**src/rtl/adc_axis_capture.sv**
```systemverilog
// Generic synchronous FIFO with registered storage; read data is the head entry.
// Latency: a write is visible at the head one cycle later; no write-to-read bypass.
// Backpressure: caller gates writes on full (or full with a same-cycle read) and reads on empty.
module adc_axis_fifo #(
    parameter int W     = 8,
    parameter int DEPTH = 16
) (
    input  logic         clk,
    input  logic         rst_n,
    input  logic         wr_vld,
    input  logic [W-1:0] wr_dat,
    input  logic         rd_rdy,
    output logic [W-1:0] rd_dat,
    output logic         empty,
    output logic         full
);
    localparam int AW = $clog2(DEPTH);
    localparam logic [AW:0] PTR_ONE = (AW+1)'(1);

    logic [W-1:0] mem_q [DEPTH];
    logic [AW:0]  wr_ptr_q, wr_ptr_d;
    logic [AW:0]  rd_ptr_q, rd_ptr_d;

    always_comb begin
        wr_ptr_d = wr_vld ? wr_ptr_q + PTR_ONE : wr_ptr_q;
        rd_ptr_d = rd_rdy ? rd_ptr_q + PTR_ONE : rd_ptr_q;
    end

    always_ff @(posedge clk or negedge rst_n) begin
        if (!rst_n) begin
            wr_ptr_q <= '0;
            rd_ptr_q <= '0;
        end else begin
            wr_ptr_q <= wr_ptr_d;
            rd_ptr_q <= rd_ptr_d;
        end
    end

    always_ff @(posedge clk) begin
        if (wr_vld) mem_q[wr_ptr_q[AW-1:0]] <= wr_dat;
    end

    assign rd_dat = mem_q[rd_ptr_q[AW-1:0]];
    assign empty  = (wr_ptr_q == rd_ptr_q);
    assign full   = (wr_ptr_q[AW] != rd_ptr_q[AW]) && (wr_ptr_q[AW-1:0] == rd_ptr_q[AW-1:0]);
endmodule

// ADC word stream capture with decimation into fixed-length AXI4-Stream frames.
// Latency: a sample accepted in cycle c is presented on axis_tvalid in cycle c+2.
// Backpressure: FIFO plus output register absorb stalls; kept samples arriving while full are dropped.
module adc_axis_capture #(
    parameter int  NUM_CH     = 2,
    parameter int  SAMPLE_W   = 8,
    parameter int  FRAME_LEN  = 1024,
    parameter int  FIFO_DEPTH = 16,
    parameter int  WARMUP_CYC = 64,
    localparam int DATA_W     = NUM_CH * SAMPLE_W,
    localparam int TDATA_W    = 8 * ((DATA_W + 7) / 8)
) (
    input  logic                 axis_aclk,
    input  logic                 axis_aresetn,
    input  logic                 adc_valid,
    input  logic [DATA_W-1:0]    adc_data,
    output logic                 adc_pdn,
    input  logic                 cfg_start,
    input  logic                 cfg_stop,
    input  logic                 cfg_mode,
    input  logic [7:0]           cfg_decim,
    output logic                 axis_tvalid,
    input  logic                 axis_tready,
    output logic [TDATA_W-1:0]   axis_tdata,
    output logic [TDATA_W/8-1:0] axis_tkeep,
    output logic                 axis_tlast,
    output logic                 stat_busy,
    output logic                 stat_overflow,
    output logic [15:0]          stat_frames
);
    localparam logic [1:0] ST_IDLE    = 2'd0;
    localparam logic [1:0] ST_WARMUP  = 2'd1;
    localparam logic [1:0] ST_CAPTURE = 2'd2;
    localparam logic [1:0] ST_DRAIN   = 2'd3;

    localparam int          WARM_W    = $clog2(WARMUP_CYC + 1);
    localparam logic [WARM_W-1:0] WARM_LAST = WARM_W'(WARMUP_CYC - 1);
    localparam logic [15:0] LAST_IDX  = 16'(FRAME_LEN - 1);

    typedef struct packed {
        logic              last;
        logic [DATA_W-1:0] dat;
    } beat_t;

    logic [1:0]         state_q, state_d;
    logic               pdn_q, pdn_d;
    logic               mode_q, mode_d;
    logic [7:0]         decim_q, decim_d;
    logic [7:0]         decim_cnt_q, decim_cnt_d;
    logic [15:0]        sample_cnt_q, sample_cnt_d;
    logic [WARM_W-1:0]  warm_cnt_q, warm_cnt_d;
    logic               stop_q, stop_d;
    logic               ovf_q, ovf_d;
    logic [15:0]        frames_q, frames_d;
    logic               out_vld_q, out_vld_d;
    logic               out_last_q, out_last_d;
    logic [TDATA_W-1:0] out_dat_q, out_dat_d;

    logic  fifo_wr_vld, fifo_rd_rdy, fifo_empty, fifo_full;
    beat_t fifo_wr_dat, fifo_rd_dat;
    logic  hs, kept;

    adc_axis_fifo #(
        .W     ($bits(beat_t)),
        .DEPTH (FIFO_DEPTH)
    ) u_fifo (
        .clk    (axis_aclk),
        .rst_n  (axis_aresetn),
        .wr_vld (fifo_wr_vld),
        .wr_dat (fifo_wr_dat),
        .rd_rdy (fifo_rd_rdy),
        .rd_dat (fifo_rd_dat),
        .empty  (fifo_empty),
        .full   (fifo_full)
    );

    always_comb begin
        state_d      = state_q;
        mode_d       = mode_q;
        decim_d      = decim_q;
        decim_cnt_d  = decim_cnt_q;
        sample_cnt_d = sample_cnt_q;
        warm_cnt_d   = warm_cnt_q;
        stop_d       = stop_q;
        ovf_d        = ovf_q;
        frames_d     = frames_q;
        out_vld_d    = out_vld_q;
        out_last_d   = out_last_q;
        out_dat_d    = out_dat_q;
        kept         = 1'b0;
        fifo_wr_vld  = 1'b0;
        fifo_wr_dat  = '{last: (sample_cnt_q == LAST_IDX), dat: adc_data};
        hs           = out_vld_q && axis_tready;
        fifo_rd_rdy  = !fifo_empty && (!out_vld_q || axis_tready);

        if (hs && out_last_q) frames_d = frames_q + 16'd1;

        case (state_q)
            ST_IDLE: begin
                stop_d = 1'b0;
                if (cfg_start) begin
                    mode_d       = cfg_mode;
                    decim_d      = cfg_decim;
                    ovf_d        = 1'b0;
                    sample_cnt_d = '0;
                    decim_cnt_d  = '0;
                    warm_cnt_d   = '0;
                    state_d      = ST_WARMUP;
                end
            end
            ST_WARMUP: begin
                if (warm_cnt_q == WARM_LAST) state_d = ST_CAPTURE;
                else warm_cnt_d = warm_cnt_q + 1'b1;
            end
            ST_CAPTURE: begin
                if (cfg_stop) stop_d = 1'b1;
                if (adc_valid) begin
                    kept        = (decim_cnt_q == 8'd0);
                    decim_cnt_d = (decim_cnt_q == decim_q) ? 8'd0 : decim_cnt_q + 8'd1;
                end
                // A same-cycle read frees a slot, so a full FIFO still accepts the write.
                if (kept) begin
                    if (fifo_full && !fifo_rd_rdy) begin
                        ovf_d = 1'b1;
                    end else begin
                        fifo_wr_vld = 1'b1;
                        if (fifo_wr_dat.last) begin
                            sample_cnt_d = '0;
                            if (!mode_q || stop_q || cfg_stop) state_d = ST_DRAIN;
                        end else begin
                            sample_cnt_d = sample_cnt_q + 16'd1;
                        end
                    end
                end
            end
            ST_DRAIN: begin
                // With no further writes, a tagged beat leaving an empty FIFO is the final one.
                if (hs && out_last_q && fifo_empty) state_d = ST_IDLE;
            end
            default: state_d = ST_IDLE;
        endcase

        pdn_d = (state_d == ST_IDLE) || (state_d == ST_DRAIN);

        if (fifo_rd_rdy) begin
            out_vld_d  = 1'b1;
            out_last_d = fifo_rd_dat.last;
            out_dat_d  = TDATA_W'(fifo_rd_dat.dat);
        end else if (hs) begin
            out_vld_d  = 1'b0;
            out_last_d = 1'b0;
        end
    end

    always_ff @(posedge axis_aclk or negedge axis_aresetn) begin
        if (!axis_aresetn) begin
            state_q      <= ST_IDLE;
            pdn_q        <= 1'b1;
            mode_q       <= 1'b0;
            decim_q      <= '0;
            decim_cnt_q  <= '0;
            sample_cnt_q <= '0;
            warm_cnt_q   <= '0;
            stop_q       <= 1'b0;
            ovf_q        <= 1'b0;
            frames_q     <= '0;
            out_vld_q    <= 1'b0;
            out_last_q   <= 1'b0;
            out_dat_q    <= '0;
        end else begin
            state_q      <= state_d;
            pdn_q        <= pdn_d;
            mode_q       <= mode_d;
            decim_q      <= decim_d;
            decim_cnt_q  <= decim_cnt_d;
            sample_cnt_q <= sample_cnt_d;
            warm_cnt_q   <= warm_cnt_d;
            stop_q       <= stop_d;
            ovf_q        <= ovf_d;
            frames_q     <= frames_d;
            out_vld_q    <= out_vld_d;
            out_last_q   <= out_last_d;
            out_dat_q    <= out_dat_d;
        end
    end

    assign adc_pdn       = pdn_q;
    assign axis_tvalid   = out_vld_q;
    assign axis_tdata    = out_dat_q;
    assign axis_tlast    = out_last_q;
    assign axis_tkeep    = {(TDATA_W/8){out_vld_q}};
    assign stat_busy     = (state_q != ST_IDLE);
    assign stat_overflow = ovf_q;
    assign stat_frames   = frames_q;
endmodule

```
**config.mk**
```make
export PLATFORM = sky130hd
export DESIGN_NAME = adc_axis_capture
export DESIGN_NICKNAME = d
export VERILOG_FILES = /design/src/rtl/adc_axis_capture.sv
export SDC_FILE = /design/constraint.sdc
export NUM_CORES = 1
export LEC_CHECK = 0
export CORE_UTILIZATION = 35
export DETAILED_ROUTE_END_ITERATION = 16
export REMOVE_ABC_BUFFERS = 1
export SETUP_SLACK_MARGIN = 0.3
export SLEW_MARGIN = 20
export SYNTH_ARGS = -nofsm -noshare
export SYNTH_HDL_FRONTEND = slang
export SYNTH_SLANG_ARGS = --single-unit
```
**constraint.sdc**
```tcl
create_clock -name axis_aclk -period 6.84 [get_ports axis_aclk]
set_input_delay 1.368 -clock axis_aclk [delete_from_list [all_inputs] [get_ports axis_aclk]]
set_output_delay 1.368 -clock axis_aclk [all_outputs]
set_load 0.005 [all_outputs]
```
## After elaboration in Yosys (flattened, before gate mapping)

Memories as Yosys holds them, arrays and structs flattened.
Cells that the tools add are included.

- Memory bits (read-only): 0
- Memories kept: 1
- Register bits after elaboration: 89
- Output and inout bits: 39
- Bits of input ports: 31
- Memory bits (writable): 272
- Word-level logic and storage cells: 102
- Latch bits: 0

Memory list:

| memory | words | width | rd ports | clocked after Yosys merged registers in | wr ports | line | RTL |
|---|---|---|---|---|---|---|---|
| u_fifo.mem_q | 16 | 17 | 1 | 0 | 1 | 20 | `logic [W-1:0] mem_q [DEPTH];` |

- Multipliers: 0
- Shifts and indexed selects: 0
- Order comparisons: 0
- Muxes and demuxes: 36
- Eq/ne operators: 17
- $add $sub $neg: 6
- Bitwise gates (word level): 0
- Div/mod/pow operators: 0
- Reductions and logical operators: 27

Operator list:

| kind | count |
|---|---|
| $mux W16 | 4 |
| $add A16 B1 Y16 const B | 2 |
| $pmux W16 S2 | 1 |
| $mux W8 | 3 |
| $eq A16 B10 Y1 const B | 1 |
| $pmux W8 S2 | 1 |
| $mux W1 | 14 |
| $mux W2 | 7 |
| $mux W7 | 2 |
| $ne A2 B2 Y1 const B | 7 |
| $pmux W7 S2 | 1 |
| $add A5 B1 Y5 const B | 2 |
| $add A8 B1 Y8 const B | 1 |
| $eq A8 B8 Y1 | 1 |
| $logic_not A8 Y1 | 1 |
| $pmux W2 S4 | 1 |
| $reduce_and A4 Y1 | 2 |
| $reduce_bool A2 Y1 | 4 |
| $add A7 B1 Y7 const B | 1 |
| $eq A7 B6 Y1 const B | 1 |
| $eq A2 B2 Y1 const B | 3 |
| $logic_and A1 B1 Y1 | 6 |
| $reduce_and A3 Y1 | 2 |
| $eq A5 B5 Y1 | 1 |
| 8 further kinds | 17 |

## Depth between registers and ports, before layout

- Word-level depth: 10
- Gate-level depth with buffers: 9
- Depth with buffers taken out: 8

## By module

A second synthesis with hierarchy kept.

- Cells, all modules: 888
- Area, all modules: 14829.2 um2

Modules (own cells, without submodules):

| module | instances | area an instance (um2) | cells each | sequential area each (um2) |
|---|---|---|---|---|
| adc_axis_fifo | 1 | 11018.1 | 527 | 8418.1 |
| adc_axis_capture | 1 | 3811.2 | 361 | 1978.1 |

## Worst setup path after synthesis

Ideal clock, no wire load.

- Path kind: input-to-reg
- Start point: in adc_valid
- End point: mem u_fifo.mem_q[0][0] (netlist name) (enable)
- Required time: 6427 ps
- Buffers on the path: 1
- Stages on the path: 6
- Path slack: 2990 ps
- Arrival: 3438 ps
- Setup time: 413 ps
- Cells stage by stage: nand4b_1 > nor4_4 > o31a_4 > buf_4 > nand2_1 > nor3_1

- Cells in the longest elaborated chain, start to end: 6

RTL lines:

| element | line | RTL |
|---|---|---|
| start: declaration | 62 | `input logic adc_valid,` |
| $mux W1 | 164 | `if (adc_valid) begin` |
| $mux W1 | 145 | `case (state_q)` |
| $mux W1 | 169 | `if (kept) begin` |
| $mux W1 | 145 |  |
| $mux W1 | 40 | `if (wr_vld) mem_q[wr_ptr_q[AW-1:0]] <= wr_dat;` |
| $mux W1 (implied by the code) | 40 |  |
| end: declaration | 20 |  |

Every way passes these cells. The select of a mux whose other input is x is not followed.

## Worst setup path in the final report

- Start point: in adc_valid
- End point: mem u_fifo.mem_q[15][16] (netlist name) (enable)

Same word-level chain as after synthesis.

==> results_dict.tcl <==
set metrics [dict create \
    chipHeight_um 206.6 \
    routed_wl_um 31320 \
    post_cts_resized 0 \
    cts_made_buffers 39 \
    cp_num_buf_inv 1 \
    cp-end-kind "flip-flop" \
    crit_cells 6 \
    row_count 74 \
    ys_ff_latch 361 \
    drc 4 \
    critical_path_class "in -> reg" \
    fin_crit_ns 3.721 \
    p_leak_uw 0.005912 \
    rsz0062_at_grt "no" \
    avgSynthCellArea_sq_um 18.64 \
    cts_setup_buffers 0 \
    maxSlewHeadroom 0.2682 \
    dr.pass1.iters 10 \
    grt_pass1_wl_um 47380 \
    cts_tree "built" \
    power_density_nw_per_um2 391.5 \
    reg2reg_from "u_fifo.rd_ptr_q[1]" \
    drv_cap 0 \
    synthCells 786 \
    rr_worst_depth 6 \
    grt_pass1_vias 7355 \
    vias 7278 \
    grt_use_total 0.1527 \
    max_stage_delay_ns 0.87 \
    rrSetupSlack_ns 3.49 \
    worst_slew_pin_slew_ns 1.095 \
    drt-initial-drc-count 473 \
    hold_path.class "reg -> reg" \
    yosys.cell_types.count 48 \
    fin_cells 1431 \
    grt_overflow_total 0 \
    drv_slew 0 \
    fillers 3563 \
    cp_slowest_cell "nor2_2" \
    cp_data_required_time_ns 6.99 \
    nets 911 \
    viasPerCell 5.086 \
    clk_root_buffer_cell "clkbuf_16" \
    io-pin-count 70 \
    die_x_um 206.6 \
    crit_family "simple AND/OR/NAND/NOR gates" \
    place_inst 1361 \
    cp_max_fo 26 \
    clock_latency_ns 0.55 \
    crit_chain "clkdlybuf4s50_1 > nand4b_1 > nor4_4 > o31a_4 > nand2_1 > nor2_2" \
    vdd_ir_drop_max_v 0.0001831 \
    r2r-end "u_fifo.mem_q[15][16]" \
    crit_arrival_ns 3.87 \
    yosys_warnings 0 \
    antenna_found_initial 0 \
    layout-drive-gt1-share 0.2125 \
    critPathLaunchType "input port" \
    fin_setup_tns_ns 0 \
    wl_per_cell_um 21.89 \
    hold_viol_final 0 \
    crit_end "u_fifo.mem_q[15][16]" \
    failed_checks "DRC" \
    crit_start "adc_valid" \
    skew_ns 0.01997 \
    cts_max_path_buffers 3 \
    port-buffer-count 69 \
    synthesis.area_sq_um 14650 \
    hpwl_um 19610 \
    fmax_mhz 268.8 \
    cts_sinks 361 \
    outcome "finished, violations left" \
    cts_max_level 2 \
    synth.yosys.seq_area_share 0.7097 \
    fin_crit_sh 0.5440 \
    die-area_sq_um 42680 \
    path_clk_slew_ns 0.06 \
    core_area_sq_um 41020 \
    gp_congestion 0.8288 \
    hold_buffers 0 \
    grt_max_degree 72 \
    initial_core_util 0.3571 \
    setup_viol 0 \
    postRouteAntennaNets 0 \
    n_antenna_cell 0 \
    area_delta_synth_final_pct 17.47 \
]
-- metrics by stage --
stage	instance area [sq um]	worst slack [ns]	hold slack, ns	utilization	total power (uW)
2_1_floorplan	14430	1.828	0.4590	-	4008
3_3_place_gp	15920	2.572	0.4607	0.3881	4671
3_5_place_dp	15920	2.470	0.4750	0.3881	4685
4_1_cts	17210	3.045	0.4817	0.4195	6832
5_1_grt	17210	2.935	0.5034	0.4195	7049
6_report	17210	3.119	0.4717	0.4195	6736
-- worst reg2reg max path: cells and delay by family (launching register included) --
family                    cells  cell delay (ns)
xor gates and xnor gates      1             0.16
DFF                           1             0.34
buffers and inverters         1             0.77
AOI/OAI and AO/OA             1             0.35
and+or+nand+nor               3             1.33
-- placed cells by master, fill, tap and decap left out, types with 2 or more instances in the layout --
master and n:
nor2_2 13, nor2_1 37, nor2b_1 2, nand2b_1 7, a21oi_1 6, clkinv_1 4, o22ai_1 2, edfxtp_1 272
o211ai_1 2, inv_1 9, nor3b_1 2, clkbuf_1 9, xnor2_1 30, nor3_1 6, mux2_4 10, xor2_1 28
o2111ai_1 5, clkbuf_8 5, o21ai_0 20, nand4_1 10, and3_1 10, clkinvlp_4 3, bufinv_16 4, mux4_1 15
mux2_2 19, mux4_2 69, mux2i_1 3, buf_4 11, clkinv_2 3, and4_1 2, a22o_1 3, clkbuf_16 39
ha_1 10, nand3_1 16, dfrtp_1 86, inv_6 2, nor3_2 4, clkdlybuf4s50_1 68, nand2_1 34
-- sequential cells by signal (all words and copies together) (netlist names) --
signal	count
decim_q	8
warm_cnt_q	7
stop_q	1
u_fifo.mem_q	272
stat_frames	16
mode_q	1
axis_tvalid	1
axis_tlast	1
stat_overflow	1
state_q	2
u_fifo.wr_ptr_q	5
decim_cnt_q	8
axis_tdata	16
adc_pdn	1
sample_cnt_q	16
u_fifo.rd_ptr_q	5
-- synth_stat cells, drive strengths merged --
cell,count,area [sq um]
o31a,1,17.52
o21bai,1,7.510
clkbuf,14,53.80
xor2,28,245.2
nor2b,2,12.51
o211ai,2,15.01
nor4,1,21.27
dfrtp,88,2202
or2,2,12.52
nor2,50,192.7
o21a,1,7.510
nor3,10,50.05
a211oi,1,7.510
xnor2,30,262.8
mux2,29,364.1
dfstp,1,26.28
mux4,84,1948
a22o,3,26.28
mux2i,3,30.03
a31oi,1,6.260
and2,2,12.51
inv,9,33.78
o21ai,21,105.1
nand4b,1,8.760
nand4,10,62.56
and3,10,62.56
nand2,34,127.6
nand3,16,80.08
ha,10,125.1
nor3b,2,15.01
or4,1,7.510
buf,22,170.2
o22ai,2,12.51
and4,2,17.52
nor4b,1,8.760
edfxtp,272,8168
a21oi,7,35.03
o2111ai,5,43.79
nand2b,7,43.79
-- cell families after synthesis --
family          synth area share
flops                     0.7097
mux                       0.1599
simple gates             0.05022
compound gates           0.01939
buf+inv                  0.01759
xor+xnor                 0.03468
fa+ha+maj               0.008541
-- worst min path at each step --
stage / cells past startpoint / startpoint / to
floorplan: 1 / warm_cnt_q[6] / warm_cnt_q[6]
global placement: 1 / stat_frames[15] / stat_frames[15]
detailed placement: 1 / stat_frames[15] / stat_frames[15]
CTS: 1 / stat_frames[15] / stat_frames[15]
global route: 1 / stat_frames[8] / stat_frames[8]
finish: 1 / stat_frames[15] / stat_frames[15]
-- routing by layer --
metal | share of wire | vias up | track usage
met5 | 0 | - | 0
li1 | - | 3255 | -
met4 | 0.020 | 0 | 0.04858
met1 | 0.46 | 3785 | 0.2155
met2 | 0.46 | 189 | 0.2338
met3 | 0.056 | 49 | 0.03532
-- power breakdown --
part / switching (uW) / internal (uW) / leakage [uW]
logic: 821 / 952 / 0.00172
clock network: 869 / 1260 / 0.000621
registers: 242 / 2590 / 0.00357
total: 1930 / 4800 / 0.00591
-- cell type report --
cell class              instances  area, sq um  area share
clock buffers                  53         1079     0.06268
clock inverters                17        210.2     0.01222
inverters                       9        33.78    0.001963
multi-input cells             380         4055      0.2357
flip-flops and latches        361        10400      0.6044
well taps                     532        665.6     0.03868
repair buffers                 79        763.2     0.04435
No activity file was read; power rests on OpenSTA's default activity.
